### config.mk
export PLATFORM = sky130hd
export DESIGN_NAME = ssram_ctrl
export DESIGN_NICKNAME = d
export VERILOG_FILES = /design/src/rtl/ssram_pkg.sv /design/src/rtl/ssram_rdpipe.sv /design/src/rtl/ssram_ctrl.sv
export SDC_FILE = /design/constraint.sdc
export NUM_CORES = 1
export LEC_CHECK = 0
export CAP_MARGIN = 25
export CORE_AREA = 2 2 102 104
export DETAILED_ROUTE_END_ITERATION = 12
export DIE_AREA = 0 0 104 106
export PLACE_DENSITY = 0.87
export SLEW_MARGIN = 20
export SYNTH_ARGS = -nofsm -noshare
export SYNTH_HDL_FRONTEND = slang
export SYNTH_SLANG_ARGS = --single-unit
### constraint.sdc
create_clock -name clk -period 4.55 [get_ports clk]
set_input_delay 0.455 -clock clk [delete_from_list [all_inputs] [get_ports clk]]
set_output_delay 0.455 -clock clk [all_outputs]
set_load 0.1 [all_outputs]
### src/rtl/ssram_pkg.sv
// Shared definitions for the pipelined SSRAM controller: state encoding,
// default geometry and the registered pin bundle with its idle value.
package ssram_pkg;

  localparam int ADDR_W_DEF    = 21;
  localparam int READ_LAT_DEF  = 2;
  localparam int BURST_LEN_DEF = 4;

  typedef logic [2:0] state_t;

  localparam state_t ST_IDLE    = 3'd0;
  localparam state_t ST_WR      = 3'd1;
  localparam state_t ST_RD_CMD  = 3'd2;
  localparam state_t ST_RD_WAIT = 3'd3;
  localparam state_t ST_TURN    = 3'd4;

  typedef struct packed {
    logic       ce0_n;
    logic       ce1_n;
    logic       we_n;
    logic       oe_n;
    logic       adsc_n;
    logic       adv_n;
    logic [3:0] be_n;
  } pins_t;

  // Every strobe deasserted: the bus-idle pin state.
  localparam pins_t PIN_IDLE = 10'h3FF;

endpackage

### src/rtl/ssram_rdpipe.sv
// Read-latency tracker: a DEPTH-deep shift register of beat-valid and
// last-beat tags, producing the capture strobe for returning read data.
module ssram_rdpipe #(
  parameter int DEPTH = 2
) (
  input  logic clk,
  input  logic reset,
  input  logic in_valid,
  input  logic in_last,
  output logic cap,
  output logic cap_last
);

  logic [DEPTH-1:0] v_q;
  logic [DEPTH-1:0] l_q;

  always_ff @(posedge clk) begin
    if (reset) begin
      v_q <= '0;
      l_q <= '0;
    end else begin
      v_q[0] <= in_valid;
      l_q[0] <= in_valid & in_last;
      for (int i = 1; i < DEPTH; i++) begin
        v_q[i] <= v_q[i-1];
        l_q[i] <= l_q[i-1];
      end
    end
  end

  assign cap      = v_q[DEPTH-1];
  assign cap_last = v_q[DEPTH-1] & l_q[DEPTH-1];

endmodule

### src/rtl/ssram_ctrl.sv
// Pipelined synchronous-SSRAM controller: turns arbiter single reads/writes
// and wrapping read bursts into ADSC/ADV pin cycles on two SSRAM banks.
module ssram_ctrl
  import ssram_pkg::*;
#(
  parameter int ADDR_W    = ADDR_W_DEF,
  parameter int READ_LAT  = READ_LAT_DEF,
  parameter int BURST_LEN = BURST_LEN_DEF
) (
  input  logic              clk,
  input  logic              reset,
  input  logic [ADDR_W-1:0] address,
  input  logic              read,
  input  logic              write,
  input  logic              burst,
  input  logic [31:0]       writedata,
  input  logic [3:0]        be,
  output logic [31:0]       readdata,
  output logic              readdatavalid,
  output logic              waitrequest,
  output logic [ADDR_W-2:0] ssram_addr,
  output logic [31:0]       ssram_dout,
  output logic              ssram_dout_en,
  input  logic [31:0]       ssram_din,
  output logic              ssram_ce0_n,
  output logic              ssram_ce1_n,
  output logic              ssram_we_n,
  output logic              ssram_oe_n,
  output logic              ssram_adsc_n,
  output logic              ssram_adv_n,
  output logic [3:0]        ssram_be_n,
  output logic [2:0]        dbg_state
);

  // Handshake: read/write (with address, burst, data, be) are held by the
  // arbiter until a cycle with waitrequest low; the request completes on that
  // clock edge. For reads that cycle is also the last readdatavalid beat.

  localparam int OFF_W = $clog2(BURST_LEN);
  localparam int CNT_W = OFF_W + 1;
  localparam logic [CNT_W-1:0] CNT_FULL = CNT_W'(BURST_LEN);
  localparam logic [CNT_W-1:0] CNT_LAST = CNT_W'(BURST_LEN - 1);

  state_t            state, state_d;
  pins_t             pins_q, pins_d;
  logic [ADDR_W-2:0] addr_q, addr_d;
  logic [31:0]       dout_q, dout_d;
  logic              dout_en_q, dout_en_d;
  logic [CNT_W-1:0]  cnt_q;
  logic              burst_q;
  logic              issue_last_q, issue_last_d;
  logic              adv_d;
  logic              wait_q, wait_d;
  logic [31:0]       rdata_q;
  logic              rdv_q, rd_last_q;
  logic              issue, cap, cap_last;

  always_ff @(posedge clk) begin
    if (reset) state <= ST_IDLE;
    else       state <= state_d;
  end

  always_comb begin
    state_d = state;
    case (state)
      ST_IDLE: begin
        if (read)       state_d = ST_RD_CMD;
        else if (write) state_d = ST_WR;
      end
      ST_WR:      state_d = ST_IDLE;
      ST_RD_CMD:  state_d = ST_RD_WAIT;
      ST_RD_WAIT: if (rd_last_q) state_d = ST_TURN;
      ST_TURN:    state_d = ST_IDLE;
      default:    state_d = ST_IDLE;
    endcase
  end

  // Pin values for the next cycle; registered below so every pad is a flop.
  always_comb begin
    pins_d       = PIN_IDLE;
    addr_d       = addr_q;
    dout_d       = dout_q;
    dout_en_d    = 1'b0;
    adv_d        = 1'b0;
    issue_last_d = 1'b0;
    wait_d       = !cap_last;
    case (state)
      ST_IDLE: begin
        if (read) begin
          pins_d.ce0_n  = address[ADDR_W-1];
          pins_d.ce1_n  = !address[ADDR_W-1];
          pins_d.adsc_n = 1'b0;
          pins_d.oe_n   = 1'b0;
          addr_d        = address[ADDR_W-2:0];
          issue_last_d  = !burst;
        end else if (write) begin
          pins_d.ce0_n  = address[ADDR_W-1];
          pins_d.ce1_n  = !address[ADDR_W-1];
          pins_d.adsc_n = 1'b0;
          pins_d.we_n   = 1'b0;
          pins_d.be_n   = ~be;
          addr_d        = address[ADDR_W-2:0];
          dout_d        = writedata;
          dout_en_d     = 1'b1;
          wait_d        = 1'b0;
        end
      end
      ST_RD_CMD, ST_RD_WAIT: begin
        if (!rd_last_q) begin
          pins_d.ce0_n = pins_q.ce0_n;
          pins_d.ce1_n = pins_q.ce1_n;
          pins_d.oe_n  = 1'b0;
          if (burst_q && cnt_q != CNT_FULL) begin
            // Linear burst: only the offset inside the aligned block advances.
            adv_d        = 1'b1;
            pins_d.adv_n = 1'b0;
            addr_d       = {addr_q[ADDR_W-2:OFF_W], addr_q[OFF_W-1:0] + OFF_W'(1)};
            issue_last_d = (cnt_q == CNT_LAST);
          end
        end
      end
      default: ;
    endcase
  end

  always_ff @(posedge clk) begin
    if (reset) begin
      pins_q       <= PIN_IDLE;
      addr_q       <= '0;
      dout_q       <= '0;
      dout_en_q    <= 1'b0;
      cnt_q        <= '0;
      burst_q      <= 1'b0;
      issue_last_q <= 1'b0;
      wait_q       <= 1'b1;
      rdata_q      <= '0;
      rdv_q        <= 1'b0;
      rd_last_q    <= 1'b0;
    end else begin
      pins_q       <= pins_d;
      addr_q       <= addr_d;
      dout_q       <= dout_d;
      dout_en_q    <= dout_en_d;
      issue_last_q <= issue_last_d;
      wait_q       <= wait_d;
      rdv_q        <= cap;
      rd_last_q    <= cap_last;
      if (cap) rdata_q <= ssram_din;
      if (state == ST_IDLE && read) begin
        cnt_q   <= CNT_W'(1);
        burst_q <= burst;
      end else if (adv_d) begin
        cnt_q <= cnt_q + CNT_W'(1);
      end
    end
  end

  // A read beat is on the pins whenever ADSC (read) or ADV is asserted.
  assign issue = (!pins_q.adsc_n && !pins_q.oe_n) || !pins_q.adv_n;

  ssram_rdpipe #(.DEPTH(READ_LAT)) u_rdpipe (
    .clk      (clk),
    .reset    (reset),
    .in_valid (issue),
    .in_last  (issue_last_q),
    .cap      (cap),
    .cap_last (cap_last)
  );

  assign readdata      = rdata_q;
  assign readdatavalid = rdv_q;
  assign waitrequest   = wait_q;
  assign ssram_addr    = addr_q;
  assign ssram_dout    = dout_q;
  assign ssram_dout_en = dout_en_q;
  assign ssram_ce0_n   = pins_q.ce0_n;
  assign ssram_ce1_n   = pins_q.ce1_n;
  assign ssram_we_n    = pins_q.we_n;
  assign ssram_oe_n    = pins_q.oe_n;
  assign ssram_adsc_n  = pins_q.adsc_n;
  assign ssram_adv_n   = pins_q.adv_n;
  assign ssram_be_n    = pins_q.be_n;
  assign dbg_state     = state;

endmodule

# Yosys cells after proc, flatten, opt, wreduce, memory -nomap -nowiden
# Index checks and enable logic that the tools add are counted.
[totals] regBits=110 output_inout_bits=100 wordCells=96
[op_classes] n_addsub=2 eq_ne=9 mux=32 bitwise_logic=7 n_reduce_logical=24
[op_table] cell="20-bit two-way mux" count=2
[op_table] cell="20-bit case mux with 2 select lines" count=1
[op_table] cell="1-bit two-way mux" count=17
[op_table] cell="3-bit two-way mux" count=4
[op_table] cell="3-bit by 2-bit == test with 1-bit output, second input constant" count=3
[op_table] cell="3-bit case mux with 3 select lines" count=1
[op_table] cell="2-bit two-way mux" count=4
[op_table] cell="2-bit != test, second input constant" count=4
[op_table] cell="1-bit logical NOT" count=6
[op_table] cell="3-bit != test, second input constant" count=2
[op_table] cell="3-bit AND reduction" count=2
[op_table] cell="2-bit nonzero test" count=3
[op_table] cell="2-bit OR reduction" count=3
[op_table] cell="3-bit OR reduction" count=2
[op_table] cell="1-bit inverter" count=4
[op_table] cell="4-bit inverter" count=1
[op_table] cell="1-bit case mux with 2 select lines" count=2
[op_table] cell="2-bit case mux with 2 select lines" count=1
[op_table] cell="4-bit AND reduction" count=1
[op_table] cell="4-bit OR reduction" count=1
[op_table] cell="3-bit by 1-bit adder with 3-bit output, second input constant" count=1
[op_table] cell="1-bit logical AND" count=3
[op_table] cell="3-bit logical NOT" count=1
[op_table] cell="2-bit by 1-bit adder with 2-bit output, second input constant" count=1
[op_table] cell="other kinds (3)" count=4

# Longest topological paths before layout
# Gate-level depths: netlist of run 1.
[logic_depth] word_depth=7 depth_mapped=7

# Hierarchy
# A second synthesis of run 1 with hierarchy kept.
[unflattened] hier_cells=423 area_unflattened_um2=3854.9
[by_module_without_submodules] module="ssram_ctrl" n_inst=1 cells_each=414 area_each_um2=3741.1
[by_module_without_submodules] module="ssram_rdpipe" n_inst=1 cells_each=9 area_each_um2=113.9

# Least setup slack after synthesis of run 1
# OpenSTA, ideal clock, no wires.
[synth_timing] kind="register to register" from="reg state[1] (netlist: dbg_state[1])" to="reg addr_q[0] (netlist: ssram_addr[0])" setup_time_ns=0.086 arrival_ns=2.264 required_time_ns=4.464 setup_slack_ns=2.199 path_stages_with_launch=6 path_cell_list="dfxtp_1 -> buf_2 -> nand2b_4 -> a2111oi_4 -> o22ai_2 -> a221oi_2"
[synth_between] elab_chain_cells=4 word_cells_on_any_way=10
[synth_lines] item="from (decl)" line_no="ssram_ctrl.sv:44" source="state_t state, state_d;"
[synth_lines] item="from (signal assigned)" line_no="ssram_ctrl.sv:60" source="else state <= state_d;"
[synth_lines] item="3-bit by 2-bit == test with 1-bit output" line_no="ssram_ctrl.sv:87" source="case (state)"
[synth_lines] item="2-bit OR reduction" line_no="ssram_ctrl.sv:87"
[synth_lines] item="2-bit != test (no line) or 2-bit nonzero test (tied branches)"
[synth_lines] item="4-bit AND reduction (no line)"
[synth_lines] item="to (signal assigned)" line_no="ssram_ctrl.sv:141" source="addr_q <= addr_d;"
[synth_lines] item="to (decl)" line_no="ssram_ctrl.sv:46" source="logic [ADDR_W-2:0] addr_q, addr_d;"
# Parallel ways exist; a longest one is shown, timed or not. The select of a mux whose other input is x is not followed.
# A chain may end at the register's enable or synchronous reset.

# Worst setup path after layout of run 1
[layout_timing] from="reg state[2] (netlist: dbg_state[2])" to="out dbg_state[2]"
[layout_rtl] item="to (decl)" line_no="ssram_ctrl.sv:32" source="output logic [2:0] dbg_state"
# No word-level cell between the ends.

==> results of run 1 <==
## cell usage after synthesis (2+ instances only)
library cell	count
ha_1	3
inv_1	8
clkbuf_1	13
a21oi_1	54
mux2i_1	33
nand3_1	2
dfxtp_1	110
o21a_1	2
and2_1	4
nand2b_1	3
nand2_1	110
nor2b_1	5
a211oi_1	2
nor2_1	36
nor3_1	3
a2111oi_2	2
a221oi_2	2
o21bai_1	2
buf_1	5
buf_2	8
or2_2	2
## routing by layer
layer  track usage  routed length [um]  vias up
met3        0.0619                 786       10
met4        0.0560                 121        0
met5             0                   0        -
met2         0.327                5290      135
li1              -                   -     1733
met1         0.208                4140     1636
## layout by cell type, fill, tap and decap left out, types with 2 or more instances in the layout
cell type	instances
mux2i_1	33
dfxtp_1	109
and2_1	3
clkdlybuf4s50_1	192
or2_2	2
a211oi_1	2
a21oi_1	54
clkbuf_8	10
a2111oi_2	2
ha_1	3
inv_1	8
nor3_1	3
buf_4	2
o21a_1	2
nand3_1	2
clkinvlp_4	3
nand2b_1	3
o21bai_1	2
nand2_1	110
nor2_1	36
nor2b_1	5
a221oi_2	2
## registers in the layout, summed over array words and instances, names as in the netlist
signal         count
readdata          32
ssram_dout        32
ssram_addr        20
ssram_be_n         4
cnt_q              3
dbg_state          3
u_rdpipe.l_q       2
u_rdpipe.v_q       2
burst_q            1
issue_last_q       1
rd_last_q          1
readdatavalid      1
ssram_adsc_n       1
ssram_adv_n        1
ssram_ce0_n        1
ssram_ce1_n        1
ssram_dout_en      1
ssram_oe_n         1
ssram_we_n         1
waitrequest        1
## cell type report
cell class                 count  area (um2)  area share
sequential                   110        2200       0.362
timing repair buffer         195        1960       0.323
multi-input combinational    278        1540       0.253
tap                          136         170      0.0280
clock buffer                  10         138      0.0226
clock inverter                 5        42.5     0.00699
inverter                       8        30.0     0.00493
## logic make-up (layout without fill, tap and decap cells)
kind of cell	count (synthesis)	in the layout	share of synthesized area
flip-flops	110	110	0.567
multiplexers	33	33	0.0850
AND/OR/NAND/NOR	168	168	0.178
adder cells (fa/ha/maj)	3	3	0.00966
XOR/XNOR	1	1	0.00225
AO/OA/AOI/OAI	73	73	0.120
buffers and inverters	35	218	0.0383
## worst paths after layout
check | from | endpoint
setup / recovery | dbg_state[2] | dbg_state[2]
hold reg to reg | issue_last_q | u_rdpipe.l_q[0]
setup reg to reg | dbg_state[1] | ssram_ce1_n
hold / removal | issue_last_q | u_rdpipe.l_q[0]
## where the power goes
group | total (mW) | internal, mW | switching, mW | leakage, nW
Sequential | 1.03 | 1.00 | 0.0280 | 0.895
Clock | 0.538 | 0.217 | 0.321 | 0.0829
Combinational | 0.560 | 0.174 | 0.386 | 1.14
Total | 2.13 | 1.39 | 0.735 | 2.12
## stage by stage
step	setup slack, ns	hold slack, ns	power, mW	utilization	cell area [um2]
after detailed placement	2.04	0.414	1.61	0.588	5880
after floorplan	2.20	0.406	1.43	-	3880
final	1.90	0.444	2.13	0.609	6090
after CTS	1.88	0.450	2.15	0.606	6060
after global routing	1.82	0.445	2.22	0.609	6090
after global placement	2.11	0.415	1.60	0.588	5880
==> impl_metrics.yaml, run 1 <==
power_and_ir_drop:
  total_leakage_power_nw: 2.12
  power_density_nw_per_um2: 350
  vdd_drop_max_v: 0.000161
worst_setup_path:
  worstPathCellList: "clkdlybuf4s50_1"
  rrSetupSlack_ns: 2.40
  reg2reg_depth: 4
  path_buf_inv: 1
  critPathMaxStageDelay_ns: 1.24
  path_max_fanout: 11
  cp.arrival_ns: 2.19
  critPathKind: "flip-flop to primary output"
  cp_top_family: "buffers and inverters"
  end_kind: "primary output"
  worst-path-stages: 1
  cp_slowest_cell: "clkdlybuf4s50_1"
  cp-start-kind: "flip-flop"
  critPathRequiredTime_ns: 4.09
synth:
  synth_enable_flop_cells: 0
  synthesis.area_um2: 3880
  yosys.area.top_type: "dfxtp_1"
  synth_cell_type_count: 35
  synth_top_area_share: 0.567
  synth-main-ff-cell: "dfxtp_1"
  netlist_instances: 423
  ys_ff_latch: 110
  synth.yosys.warnings: 0
  syn-num-nets: 520
  async_reset_ff_frac: 0
  synth_area_leaders: "dfxtp_1 (57%), nand2_1 (11%), mux2i_1 (8.5%)"
  syn_avg_cell_area_um2: 9.18
  yosysSeqAreaShare: 0.567
die:
  num_rows: 37
  die_x_um: 104
  die_height_um: 106
  initial_utilization: 0.389
  ios: 194
  die_area_um2: 11000
  core_area_um2: 10000
sta:
  worstMarginPinSlew_ns: 1.02
  drv_slew: 0
  slew_headroom: 0.321
  finalSetupTns_ns: 0
  finalSetupViolations: 0
  hold_viol: 0
  grt_setup_unrepaired: "false"
  fmax_mhz: 378
  clock_skew_ns: 0.00903
  layout_worst_path_cycle_share: 0.582
  period_minus_slack_ns: 2.65
flow_run:
  maxCapViolCount: 0
clock_tree:
  clk_path_buf_depth: 2
  clock_sinks: 110
  cts_buffers: 9
  cts_tree: "yes"
  clk_latency_ns: 0.35
  postCtsSetupBuffers: 0
  cts_resized: 0
  clock-root-buffer: "clkbuf_8"
  cts_hold_buf: 0
  cts.clk_slew.worst_paths_ns: 0.10
  cts_max_level: 3
detailed_routing:
  vias: 3514
  post-route-drc-count: 0
  routed_via_density: 4.74
  wl_per_cell_um: 13.9
  wl_mm: 10.3
  initialDrtViolationCount: 124
  first_pass_iters: 4
  ant_nets: 0
grt:
  grt.total_usage: 0.183
  first_global_vias: 3493
  grt_pass1_wl_mm: 16.5
  grt_overflow_total: 0
  antenna_found_initial: 0
  grt_max_degree: 104
placed_design:
  io_buffer_count: 193
  place_congestion: 0.734
  dp_cells: 726
  post-dp-hpwl_mm: 7.48
cells_and_area:
  final_cell_count_no_fill: 742
  drive_gt1_frac: 0.0512
  antenna_cells: 0
  fill_cells: 867
  nets: 699
  area_growth_pct: 56.7
status:
  status: "complete, no violations"
min_path:
  worstHoldPathType: "flip-flop to flip-flop"
  whs_path_depth: 1
No activity file was read; power rests on OpenSTA's default activity.
==> run 2: changes to the inputs <==
clock period = 2.6 ns   (was 4.55 ns; I/O delays follow)
==> run 2 against run 1 <==
Against the previous run:
- combinational power grew 72%
- sequential share of layout area rose by 1.2 points
- sequential cell count unchanged
- clock power rose by 97%
- non-clock buffer count increased by 6
- die area did not move
- sequential power increased by 75%
- critical path type is now flip-flop to flip-flop
- highest routed layer unchanged
==> impl_metrics.yaml, run 2 (synthesis results as in run 1) <==
die:
  die_x_um: 104
  die_area_um2: 11000
  die_height_um: 106
  num_rows: 37
  initial_utilization: 0.389
  ios: 194
  core_area_um2: 10000
clock_tree:
  cts_buffers: 9
  cts_hold_buf: 0
  cts_resized: 0
  clock-root-buffer: "clkbuf_8"
  clk_latency_ns: 0.35
  cts_max_level: 3
  postCtsSetupBuffers: 0
  cts_tree: "yes"
  clock_sinks: 110
  cts.clk_slew.worst_paths_ns: 0.11
  clk_path_buf_depth: 2
cells_and_area:
  nets: 705
  fin_util: 0.590
  antenna_cells: 0
  area_growth_pct: 51.8
  layout_common_cells: "nand2_1 (110), dfxtp_1 (109), buf_4 (109), clkdlybuf4s50_1 (92), a21oi_1 (54)"
  fin_area_um2: 5900
  final_common_cell: "nand2_1"
  drive_gt1_frac: 0.223
  multi_input_area_um2: 1540
  fill_cells: 883
  ff_latch_area_um2: 2200
detailed_routing:
  wl_per_cell_um: 13.3
  first_pass_iters: 4
  vias: 3506
  post-route-drc-count: 0
  top_layer: "met4"
  dr_wl_met2_mm: 4.98
  wl_met1_mm: 4.14
  wl_mm: 10.0
  initialDrtViolationCount: 108
  routed_via_density: 4.68
  ant_nets: 0
  wl_met3_um: 731
worst_setup_path:
  cp_slowest_cell: "o21a_1"
  cp-start-kind: "flip-flop"
  cp.arrival_ns: 2.18
  critPathKind: "flip-flop to flip-flop"
  path_max_fanout: 15
  critPathMaxStageDelay_ns: 0.56
  critPathRequiredTime_ns: 2.86
  worstPathCellList: "nor3_2 > o21a_1 > buf_4 > nand2_1 > a21oi_1"
  end_kind: "flip-flop"
grt:
  grt.total_usage: 0.175
  grt_pass1_wl_mm: 15.8
  first_global_vias: 3393
  grt_max_degree: 61
  grt_overflow_total: 0
  antenna_found_initial: 0
sta:
  layout_worst_path_cycle_share: 0.737
  grt_setup_unrepaired: "false"
  whs_ns: 0.392
  slew_headroom: 0.565
  fmax_mhz: 522
  drv_slew: 0
  period_minus_slack_ns: 1.92
  finalSetupViolations: 0
  clock_skew_ns: 0.0128
  worstMarginPinSlew_ns: 0.652
  setup_slack_ns: 0.683
  finalSetupTns_ns: 0
  hold_viol: 0
power_and_ir_drop:
  vdd_drop_max_v: 0.000313
  power_density_nw_per_um2: 649
  total_leakage_power_nw: 2.33
flow_run:
  maxCapViolCount: 0
placed_design:
  dpl_cell_area_um2: 5680
  io_buffer_count: 193
  pre_cts_slack_ns: 0.560
  post-dp-hpwl_mm: 7.45
  place_congestion: 0.769
min_path:
  worstHoldPathType: "input port to flip-flop"
status:
  status: "complete, no violations"
[run 2: changes by cell type in the layout (fill, tap and decap cells not counted), sizes merged]
| cell | previous run | this run |
|---|---|---|
| buf | 3 | 109 |
| clkinv | 0 | 1 |
| clkdlybuf4s50 | 192 | 92 |
| clkbuf | 10 | 11 |
| bufinv | 0 | 1 |
| clkinvlp | 3 | 1 |
[run 2: final timing paths]
| kind | start | cells after the start | slack (ns) | endpoint |
|---|---|---|---|---|
| max | dbg_state[1] | 5 | 0.68 | ssram_addr[13] |
| min | be[0] | 2 | 0.39 | ssram_be_n[0] |
| max reg2reg | dbg_state[1] | 5 | 0.68 | ssram_addr[13] |
| min reg2reg | issue_last_q | 1 | 0.45 | u_rdpipe.l_q[0] |
[run 2: per-stage QoR]
stage / cells / power (mW)
after global routing: 749 / 3.98
after floorplan: 423 / 2.50
after global placement: 733 / 2.79
final: 749 / 3.83
after CTS: 749 / 3.87
after detailed placement: 733 / 2.81
[run 2: power by group]
part,total [mW],internal [mW],switching [mW],leakage [nW]
Combinational,0.961,0.286,0.675,1.33
Clock,1.06,0.508,0.556,0.107
Sequential,1.80,1.76,0.0464,0.895
Total,3.83,2.55,1.28,2.33
[run 2: per-layer routing]
layer | vias up | GRT usage
li1 | 1752 | -
met5 | - | 0
met4 | 0 | 0.0569
met2 | 148 | 0.313
met3 | 14 | 0.0503
met1 | 1592 | 0.202
[run 2: area by class of cell]
cell class,instances,share of cell area
Multi-Input combinational cell,278,0.261
Clock inverter,5,0.0108
Tap cell,136,0.0289
Inverter,8,0.00509
Clock buffer,11,0.0257
Timing Repair Buffer,201,0.295
Sequential cell,110,0.374
[run 2: critical path, delay by kind of cell, from the launching register on]
kind | cells | cell delay (ns)
compound gates | 2 | 0.69
buf+inv | 1 | 0.27
flops | 1 | 0.44
simple gates | 2 | 0.42
